### config.mk
export PLATFORM = sky130hd
export DESIGN_NAME = code_word_tx
export DESIGN_NICKNAME = d
export VERILOG_FILES = /design/src/rtl/code_word_pkg.sv /design/src/rtl/code_word_timer.sv /design/src/rtl/code_word_tx.sv
export SDC_FILE = /design/constraint.sdc
export NUM_CORES = 1
export LEC_CHECK = 0
export CORE_UTILIZATION = 52
export CTS_CLUSTER_DIAMETER = 80
export DETAILED_ROUTE_END_ITERATION = 16
export GPL_TIMING_DRIVEN = 0
export HOLD_SLACK_MARGIN = 0.12
export PLACE_DENSITY = 0.83
export SETUP_SLACK_MARGIN = 0.1
export SYNTH_ARGS = -nofsm -noshare
export SYNTH_HDL_FRONTEND = slang
export SYNTH_SLANG_ARGS = --single-unit
export TNS_END_PERCENT = 5
### constraint.sdc
create_clock -name clk -period 3.8 [get_ports clk]
set_input_delay 0.57 -clock clk [delete_from_list [all_inputs] [get_ports clk]]
set_output_delay 0.57 -clock clk [all_outputs]
set_load 0.01 [all_outputs]
### src/rtl/code_word_pkg.sv
// Shared types and constants for the code-word transmitter.
package code_word_pkg;

    // One code word as presented on the {a,b,c,d} lines.
    typedef logic [3:0] word_t;

    // Transmitter phases: waiting for a word, holding it on the lines,
    // then driving the idle gap.
    typedef enum logic [1:0] {
        IDLE  = 2'd0,
        DRIVE = 2'd1,
        GAP   = 2'd2
    } state_t;

    // The word the downstream comparator matches against.
    localparam word_t CODE_KEY = 4'b0101;

    // Width of the hold/gap window counter; covers window lengths up to 255.
    localparam int TIMER_W = 8;

endpackage : code_word_pkg

### src/rtl/code_word_timer.sv
// Loadable down-counter with a zero flag. The transmitter loads it with
// (window length - 1) on entry to a window and lets it count down; the
// window ends on the cycle the counter reads zero. It stops at zero.
module code_word_timer #(
    parameter int W = 8
) (
    input  logic         clk,
    input  logic         rst_n,
    input  logic         load,
    input  logic [W-1:0] load_val,
    input  logic         en,
    output logic         zero
);

    logic [W-1:0] count_q;
    logic [W-1:0] count_d;

    // Next count: a load wins over counting, and counting stops at zero.
    always_comb begin
        count_d = count_q;
        if (load) begin
            count_d = load_val;
        end else if (en && (count_q != '0)) begin
            count_d = count_q - W'(1);
        end
    end

    // Counter register, cleared by the asynchronous reset.
    always_ff @(posedge clk or negedge rst_n) begin
        if (!rst_n) begin
            count_q <= '0;
        end else begin
            count_q <= count_d;
        end
    end

    assign zero = (count_q == '0);

endmodule : code_word_timer

### src/rtl/code_word_tx.sv
// Transmit side of the 4-bit constant comparator link. Words arrive on a
// valid/ready handshake, are held on {a,b,c,d} for HOLD_CYCLES cycles and
// are followed by GAP_CYCLES cycles of 0000. Every output is a register.
// Optional feature macro: CODE_WORD_KEY_COUNT_EN enables the saturating
// count of transmitted words equal to KEY; without it key_count is 0.
module code_word_tx
    import code_word_pkg::*;
#(
    parameter word_t KEY         = CODE_KEY,
    parameter int    HOLD_CYCLES = 2,
    parameter int    GAP_CYCLES  = 1,
    parameter int    CNT_W       = 8
) (
    input  logic             clk,
    input  logic             rst_n,
    input  logic             in_valid,
    output logic             in_ready,
    input  logic [3:0]       in_word,
    output logic             a,
    output logic             b,
    output logic             c,
    output logic             d,
    output logic             out_strobe,
    output logic             busy,
    output logic [CNT_W-1:0] key_count
);

    // Counter load values are window length minus one, since the timer's
    // zero cycle is itself the last cycle of the window.
    localparam logic [TIMER_W-1:0] HOLD_LOAD = TIMER_W'(HOLD_CYCLES - 1);
    localparam logic [TIMER_W-1:0] GAP_LOAD  =
        (GAP_CYCLES == 0) ? '0 : TIMER_W'(GAP_CYCLES - 1);

    state_t state_q;
    state_t state_d;
    word_t  lines_q;
    word_t  lines_d;
    logic   strobe_q;
    logic   strobe_d;
    logic   busy_q;
    logic   busy_d;
    logic   in_ready_q;
    logic   in_ready_d;

    logic   accept;
    logic   timer_load;
    logic   timer_en;
    logic   timer_zero;
    logic [TIMER_W-1:0] timer_load_val;

    // A word is taken only while the registered ready is high.
    assign accept = in_valid && in_ready_q;

    code_word_timer #(
        .W (TIMER_W)
    ) u_timer (
        .clk      (clk),
        .rst_n    (rst_n),
        .load     (timer_load),
        .load_val (timer_load_val),
        .en       (timer_en),
        .zero     (timer_zero)
    );

    // Next state, timer control and next values of the registered outputs.
    always_comb begin
        state_d        = state_q;
        lines_d        = '0;
        timer_load     = 1'b0;
        timer_load_val = '0;
        timer_en       = 1'b0;

        unique case (state_q)
            IDLE: begin
                if (accept) begin
                    state_d        = DRIVE;
                    lines_d        = in_word;
                    timer_load     = 1'b1;
                    timer_load_val = HOLD_LOAD;
                end
            end
            DRIVE: begin
                if (timer_zero) begin
                    if (GAP_CYCLES == 0) begin
                        state_d = IDLE;
                    end else begin
                        state_d        = GAP;
                        timer_load     = 1'b1;
                        timer_load_val = GAP_LOAD;
                    end
                end else begin
                    lines_d  = lines_q;
                    timer_en = 1'b1;
                end
            end
            GAP: begin
                if (timer_zero) begin
                    state_d = IDLE;
                end else begin
                    timer_en = 1'b1;
                end
            end
            default: begin
                state_d = IDLE;
            end
        endcase

        strobe_d   = accept;
        busy_d     = (state_d != IDLE);
        in_ready_d = (state_d == IDLE);
    end

    // State and output registers; reset aborts any word in flight.
    always_ff @(posedge clk or negedge rst_n) begin
        if (!rst_n) begin
            state_q    <= IDLE;
            lines_q    <= '0;
            strobe_q   <= 1'b0;
            busy_q     <= 1'b0;
            in_ready_q <= 1'b0;
        end else begin
            state_q    <= state_d;
            lines_q    <= lines_d;
            strobe_q   <= strobe_d;
            busy_q     <= busy_d;
            in_ready_q <= in_ready_d;
        end
    end

    assign a          = lines_q[3];
    assign b          = lines_q[2];
    assign c          = lines_q[1];
    assign d          = lines_q[0];
    assign out_strobe = strobe_q;
    assign busy       = busy_q;
    assign in_ready   = in_ready_q;

`ifdef CODE_WORD_KEY_COUNT_EN
    logic [CNT_W-1:0] key_count_q;
    logic [CNT_W-1:0] key_count_d;

    // Count accepted key words, sticking at the all-ones value.
    always_comb begin
        key_count_d = key_count_q;
        if (accept && (in_word == KEY) && (key_count_q != {CNT_W{1'b1}})) begin
            key_count_d = key_count_q + CNT_W'(1);
        end
    end

    // Key counter register.
    always_ff @(posedge clk or negedge rst_n) begin
        if (!rst_n) begin
            key_count_q <= '0;
        end else begin
            key_count_q <= key_count_d;
        end
    end

    assign key_count = key_count_q;
`else
    // KEY has no consumer when counting is compiled out.
    logic unused_key;
    assign unused_key = ^KEY;
    assign key_count  = '0;
`endif

endmodule : code_word_tx

==> results of run 1 <==
[power by group through the flow]
| stage | Sequential, mW | Clock (mW) | Combinational [mW] |
|---|---|---|---|
| 2_1_floorplan | 0.308 | 0 | 0.341 |
| 6_report | 0.303 | 0.0960 | 0.499 |
| 5_1_grt | 0.314 | 0.105 | 0.558 |
| 3_5_place_dp | 0.307 | 0 | 0.493 |
| 4_1_cts | 0.303 | 0.0995 | 0.496 |
| 3_3_place_gp | 0.302 | 0 | 0.473 |
[critical path, cell delays in order, from the launching register on]
cell      delay, ns
dfrtp_1        0.42
inv_1          0.08
ha_1           0.24
or3b_2         0.52
o21ai_0        0.25
a221oi_2       0.11
or2_1          0.22
[cell usage in the layout (no fill, tap or decap), types with 2 or more instances in the layout]
master / count
dfrtp_1: 17
o211ai_1: 3
nand2_1: 5
a21oi_1: 5
inv_1: 6
nor2_1: 5
buf_4: 8
clkdlybuf4s50_1: 13
o31ai_1: 2
clkbuf_4: 3
o21ai_0: 2
and3_1: 5
conb_1: 8
a31o_2: 4
or4_1: 3
a211oi_1: 2
ha_1: 5
[per-stage QoR]
| step | total power [mW] | worst slack, ns | util |
|---|---|---|---|
| floorplan | 0.649 | 2.06 | - |
| global placement | 0.775 | 1.88 | 0.662 |
| detailed placement | 0.800 | 1.84 | 0.662 |
| CTS | 0.898 | 1.87 | 0.678 |
| global route | 0.977 | 1.72 | 0.678 |
| finish | 0.898 | 1.84 | 0.678 |
[registers in the layout, indices dropped and copies added (netlist names)]
signal / cells
out_strobe: 1
lines_q: 4
state_q: 2
in_ready: 1
busy: 1
u_timer.count_q: 8
[cell families after synthesis]
| kind of cell | share of synthesized area |
|---|---|
| and+or+nand+nor | 0.187 |
| AOI/OAI and AO/OA | 0.186 |
| DFF | 0.451 |
| buffers and inverters | 0.0875 |
| adders and majority gates | 0.0663 |
| xor gates and xnor gates | 0.0186 |
| other | 0.00397 |
[layer usage]
metal  wire (um)  vias up  GRT usage
li1            -      368          -
met1         797      371      0.281
met2         941       17      0.350
met3          52        0     0.0367
met4           0        0     0.0970
met5           0        -          0
[area by class of cell]
class / count / area (um2)
sequential: 17 / 425
tap: 25 / 31.3
fill: 140 / 551
multi-input combinational: 68 / 462
buffer: 8 / 60.1
clock buffer: 4 / 26.3
timing repair buffer: 13 / 130
inverter: 6 / 22.5
[path summary, 6_finish.rpt]
kind                                                  end  slack (ns)                            from  cells past startpoint
max                                        busy$_DFF_PN0_        1.84  u_timer.count_q[0]$_DFFE_PN0P_                      6
min                        u_timer.count_q[0]$_DFFE_PN0P_        0.55  u_timer.count_q[0]$_DFFE_PN0P_                      1
max reg2reg                                busy$_DFF_PN0_        1.84  u_timer.count_q[0]$_DFFE_PN0P_                      6
min reg2reg                u_timer.count_q[0]$_DFFE_PN0P_        0.55  u_timer.count_q[0]$_DFFE_PN0P_                      1
max in group asynchronous          lines_q[0]$_DFFE_PN0P_        2.65                           rst_n                      1
min in group asynchronous  u_timer.count_q[0]$_DFFE_PN0P_        0.69                           rst_n                      1
==> results by group, run 1 <==
Status
  • Status: finished with violations
  • Failing checks: design-rule violations

Pwr
  • Internal power: between 0.5 and 0.6 mW
  • Clk network pwr share: 0.107
  • Sw frac: 0.431
  • Reg power frac: 0.338
  • Leak: around 0.55 nW
  • Combinational share of power: 0.555
  • Worst vdd ir: ~0.43 mV
  • Power per cell area: between 700 and 800 mW/mm2
  • Switching power: between 0.3 and 0.4 mW

Synth
  • Top post-synthesis cells by count: dfrtp_1, buf_4, inv_1
  • Sequential fraction of the synthesis area: 0.451
  • Post-Syn Area: 943 um2
  • Syn Inst Count: ~90
  • Top FF cell, synth: dfrtp_1
  • Count of cell types in the netlist: 34
  • YS warnings: 0
  • Cell taking the most area after synthesis: dfrtp_1
  • Yosys top cell area share: 0.451
  • Count leader, synth: dfrtp_1
  • Yosys reg bits: 17
  • FFs w/ async S/R, synth: 1.00
  • Syn_area_per_cell: 10.3 um2
  • Synth area leaders: dfrtp_1, ha_1, buf_4
  • Post-synth EDFFs: 0

Final layout
  • Fin cells: ~140
  • Layout cells sized above 1: 0.181
  • Final net count: between 100 and 150
  • Layout area overhead: 22.7%
  • ANT cells: 0
  • Design area: approximately 0.0012 mm2

Setup path
  • Worst endpoint required time: about 4 ns
  • Worst setup SP type: register
  • Kind of critical path: reg2reg
  • Worst-path fanout max: 4
  • Worst Path Arrival: around 2.1 ns
  • CP endpoint kind: register

CTS
  • Post-CTS Setup Inserts: 0
  • Clock-pin slew on the worst setup and hold paths: roughly 0.1 ns
  • CTS tree: done
  • H-tree lvl count: 1
  • Maximum root-to-sink buffer count: 2
  • TritonCTS Buffers: 3
  • Clock root buffer: clkbuf_4
  • Clock Sinks: 17
  • Cts hold-fix bufs: 0
  • Cells resized by post-CTS repair: 0
  • Latest clock arrival within the worst-skew pair: just under 0.3 ns

Floorplan
  • Chip height: 44.6 um
  • Placeable Area: 0.00171 mm2
  • Ports: 22
  • Die Wd: about 45 um
  • Initial core utilization: 0.552
  • Die area: 0.00199 mm2
  • # rows: 15

STA
  • Final Cycle Share: 0.515
  • F_max: 0.511 GHz
  • Setup TNS: 0 ns
  • Hold WS: 0.554 ns
  • Setup violations, final: 0
  • Slew headroom: 0.531
  • Slew Viols, Final: 0
  • Final Skew: slightly below 0.01 ns
  • Slew @ Worst Pin: ~0.70 ns
  • RSZ-0062 raised after global routing: no
  • Minimum clock period: slightly below 2 ns
  • Final Hold Viols: 0

Worst hold path
  • Hold Crit Class: reg2reg

Detailed routing
  • Routed Antenna Nets: 0
  • Final wirelength: roughly 1.8 mm
  • Drt wl/cell: 12.7 um
  • Via density per instance: 5.36
  • # DRC: 1
  • DR iter-0 viols: 26
  • Initial DRT Pass Iterations: 10
  • Vias: 756

Placed design
  • IO Port Bufs: 13
  • Gpl congestion: about 0.8
  • Dpl cells: about 140
  • Dpl cell area: about 0.0011 mm2
  • Detail Placement HPWL: 1.36 mm

GRT
  • First-pass GRT wire length: 3.03 mm
  • Largest net degree at the start of global routing: 18
  • Initial antenna violation count: 0
  • GRT Residual Overflow: 0
  • Vias in the first global route: between 600 and 700
  • GR Util All Layers: 0.216

Run
  • Maxcap violations: 0
No activity file was read; power rests on OpenSTA's default activity.
==> inputs of run 2 (changes only) <==
--- a/config.mk
+++ b/config.mk
@@ -5,12 +5,12 @@
 export SDC_FILE = /design/constraint.sdc
 export NUM_CORES = 1
 export LEC_CHECK = 0
-export CORE_UTILIZATION = 52
+export CORE_UTILIZATION = 48
 export CTS_CLUSTER_DIAMETER = 80
 export DETAILED_ROUTE_END_ITERATION = 16
 export GPL_TIMING_DRIVEN = 0
 export HOLD_SLACK_MARGIN = 0.12
-export PLACE_DENSITY = 0.83
+export PLACE_DENSITY = 0.77
 export SETUP_SLACK_MARGIN = 0.1
 export SYNTH_ARGS = -nofsm -noshare
 export SYNTH_HDL_FRONTEND = slang
==> constraint.sdc (replaced) <==
create_clock -name clk -period 1.8 [get_ports clk]
set_input_delay 0.27 -clock clk [delete_from_list [all_inputs] [get_ports clk]]
set_output_delay 0.27 -clock clk [all_outputs]
set_load 0.01 [all_outputs]
==> run 2 against run 1 <==
  * The flow now finishes without violations
  * Power rose to 2.5 times the previous value
  * Die area up 8.0%
  * Non-clock buffer count up 3
  * Global-route usage up 0.23 points
  * Final cell count up 2.1%
  * Sequential share of layout area down 3.3 points
  * Largest power group unchanged
==> results by group, run 2 (same netlist as run 1, synthesis figures left out) <==
Status
  • Status: completed (was finished with violations)

STA
  • Final Skew: 0.00216 ns (was 0.00975 ns)
  • Hold WS: 0.409 ns (was 0.554 ns)
  • Final worst slack: 0.00495 ns (was 1.84 ns)
  • Setup violations, final: 0 (unchanged)
  • Final Cycle Share: 0.997 (was 0.515)
  • RSZ-0062 raised after global routing: yes (was no)
  • Slew @ Worst Pin: 0.754 ns (was 0.702 ns)
  • F_max: 0.557 GHz (was 0.511 GHz)
  • Slew Viols, Final: 0 (unchanged)
  • Slew headroom: 0.496 (was 0.531)
  • Setup TNS: 0 ns (unchanged)
  • Minimum clock period: 1.80 ns (was 1.96 ns)
  • Final Hold Viols: 0 (unchanged)

GRT
  • First-pass GRT wire length: 3.20 mm (was 3.03 mm)
  • GR Util All Layers: 0.218 (was 0.216)
  • Largest net degree at the start of global routing: 18 (unchanged)
  • GRT Residual Overflow: 0 (unchanged)
  • Initial antenna violation count: 0 (unchanged)
  • Vias in the first global route: 753 (was 691)

Setup path
  • Worst path top cell family by delay: simple AND/OR/NAND/NOR gates (unchanged)
  • Kind of critical path: reg2reg (unchanged)
  • CP endpoint kind: register (unchanged)
  • Worst setup SP type: register (unchanged)
  • Worst endpoint required time: 1.98 ns (was 3.97 ns)
  • Worst R2R End: u_timer.count_q[3]$_DFFE_PN0P_ (was busy$_DFF_PN0_)
  • WP buf/inv: 1 (unchanged)
  • R2R Path Start: u_timer.count_q[5]$_DFFE_PN0P_ (was u_timer.count_q[0]$_DFFE_PN0P_)
  • Worst-path fanout max: 4 (unchanged)
  • Crit-path cells: or4_4 > buf_6 > o211ai_1 > xor2_1 > nor2_1 (was inv_1 > ha_1 > or3b_2 > o21ai_0 > a221oi_2 > or2_1)
  • Worst Path Arrival: 1.97 ns (was 2.13 ns)
  • R2R depth: 5 (was 6)
  • Largest stage delay, worst path: 0.60 ns (was 0.52 ns)
  • Slowest cell on the critical path: or4_4 (was or3b_2)
  • R2r setup slk: 0.005 ns (was 1.84 ns)

Placed design
  • Pre-CTS setup slack: -0.0582 ns (was 1.84 ns)
  • IO Port Bufs: 13 (unchanged)
  • Dpl cells: 137 (unchanged)
  • Gpl congestion: 0.801 (was 0.812)
  • Detail Placement HPWL: 1.37 mm (was 1.36 mm)

Detailed routing
  • Via density per instance: 5.83 (was 5.36)
  • DR iter-0 viols: 34 (was 26)
  • Vias: 839 (was 756)
  • Final wirelength: 2.21 mm (was 1.79 mm)
  • # DRC: 0 (was 1)
  • Initial DRT Pass Iterations: 4 (was 10)
  • Drt wl/cell: 15.4 um (was 12.7 um)
  • Routed Antenna Nets: 0 (unchanged)

Floorplan
  • # rows: 15 (unchanged)
  • Die Wd: 46.3 um (was 44.6 um)
  • Ports: 22 (unchanged)
  • Chip height: 46.3 um (was 44.6 um)
  • Initial core utilization: 0.529 (was 0.552)
  • Die area: 0.00215 mm2 (was 0.00199 mm2)
  • Placeable Area: 0.00178 mm2 (was 0.00171 mm2)

CTS
  • H-tree lvl count: 1 (unchanged)
  • CTS tree: done (unchanged)
  • Latest clock arrival within the worst-skew pair: 0.29 ns (about the same)
  • Clock Sinks: 17 (unchanged)
  • Clock root buffer: clkbuf_4 (unchanged)
  • Maximum root-to-sink buffer count: 2 (unchanged)
  • Clock-pin slew on the worst setup and hold paths: 0.09 ns (was 0.10 ns)
  • TritonCTS Buffers: 3 (unchanged)

Final layout
  • Final net count: 132 (was 129)
  • ANT cells: 0 (unchanged)
  • Commonest non-fill, non-tap cell in the layout: dfrtp_1 (unchanged)
  • Fill count: 128 (was 140)
  • Most flops, register: u_timer.count_q (unchanged)
  • Fin cells: 144 (was 141)
  • Layout area overhead: 35.4% (was 22.7%)
  • Layout cells sized above 1: 0.345 (was 0.181)
  • Largest register FFs: 8 (unchanged)
  • Commonest non-fill, non-tap cells in the layout: dfrtp_1, clkdlybuf4s50_1, buf_4 (was dfrtp_1, clkdlybuf4s50_1, buf_4, conb_1, inv_1)
  • Biggest regs: u_timer.count_q (8), lines_q (4), state_q (2) (unchanged)

Pwr
  • Power per cell area: 1790 mW/mm2 (was 776 mW/mm2)
  • Clk network pwr share: 0.090 (was 0.107)
  • Worst vdd ir: 1.00 mV (was 0.432 mV)
  • Reg power frac: 0.289 (was 0.338)
  • Combinational share of power: 0.621 (was 0.555)
  • Internal power: 1.26 mW (was 0.511 mW)
  • Total power: 2.28 mW (was 0.898 mW)
  • Switching power: 1.02 mW (was 0.387 mW)
  • Leak: 0.578 nW (was 0.550 nW)
  • Sw frac: 0.447 (was 0.431)

Worst hold path
  • Hold Crit Class: in2async (was reg2reg)

Run
  • Maxcap violations: 0 (unchanged)
run 2: area by class of cell:
type,count,area [um2],share of cell area
Inverter,6,22.5,0.0176
Sequential cell,17,428,0.335
Tap cell,25,31.3,0.0245
Multi-Input combinational cell,68,553,0.433
Clock buffer,4,26.3,0.0206
Buffer,8,60.1,0.0470
Timing Repair Buffer,16,156,0.122
run 2: worst max path at each step:
stage / end / from / slack, ns / cells past startpoint
6_report: u_timer.count_q[3]$_DFFE_PN0P_ / u_timer.count_q[5]$_DFFE_PN0P_ / 0.005 / 5
5_1_grt: u_timer.count_q[3]$_DFFE_PN0P_ / u_timer.count_q[1]$_DFFE_PN0P_ / -0.02 / 6
4_1_cts: u_timer.count_q[6]$_DFFE_PN0P_ / u_timer.count_q[3]$_DFFE_PN0P_ / 0.04 / 3
3_5_place_dp: busy$_DFF_PN0_ / u_timer.count_q[5]$_DFFE_PN0P_ / -0.06 / 4
3_3_place_gp: busy$_DFF_PN0_ / u_timer.count_q[0]$_DFFE_PN0P_ / -0.04 / 6
2_1_floorplan: busy$_DFF_PN0_ / u_timer.count_q[0]$_DFFE_PN0P_ / 0.08 / 6
run 2: metal layers:
layer | global-route usage | part of all wire
met1 | 0.269 | 0.40
met5 | 0 | 0
met4 | 0.129 | 0.043
met2 | 0.342 | 0.48
met3 | 0.0510 | 0.077
run 2: power by group through the flow:
stage	Combinational (mW)	Sequential (mW)	Clock, mW
final	1.42	0.660	0.205
after global routing	1.54	0.676	0.220
after CTS	1.17	0.650	0.206
after detailed placement	1.06	0.647	0
after global placement	1.02	0.635	0
after floorplan	0.737	0.651	0
run 2: timing repair:
action | CTS | global route
gates resized for setup | 7 | 15
hold buffers | 0 | 0
buffers inserted | 2 | 1
gates cloned | 0 | 0
endpoints found under the setup margin | 14 | 13
pin swaps | 2 | 9
run 2: per-stage QoR:
stage,util,area [um2]
floorplan,-,973
global placement,0.636,1130
detailed placement,0.636,1130
CTS,0.676,1200
global route,0.716,1280
finish,0.716,1280
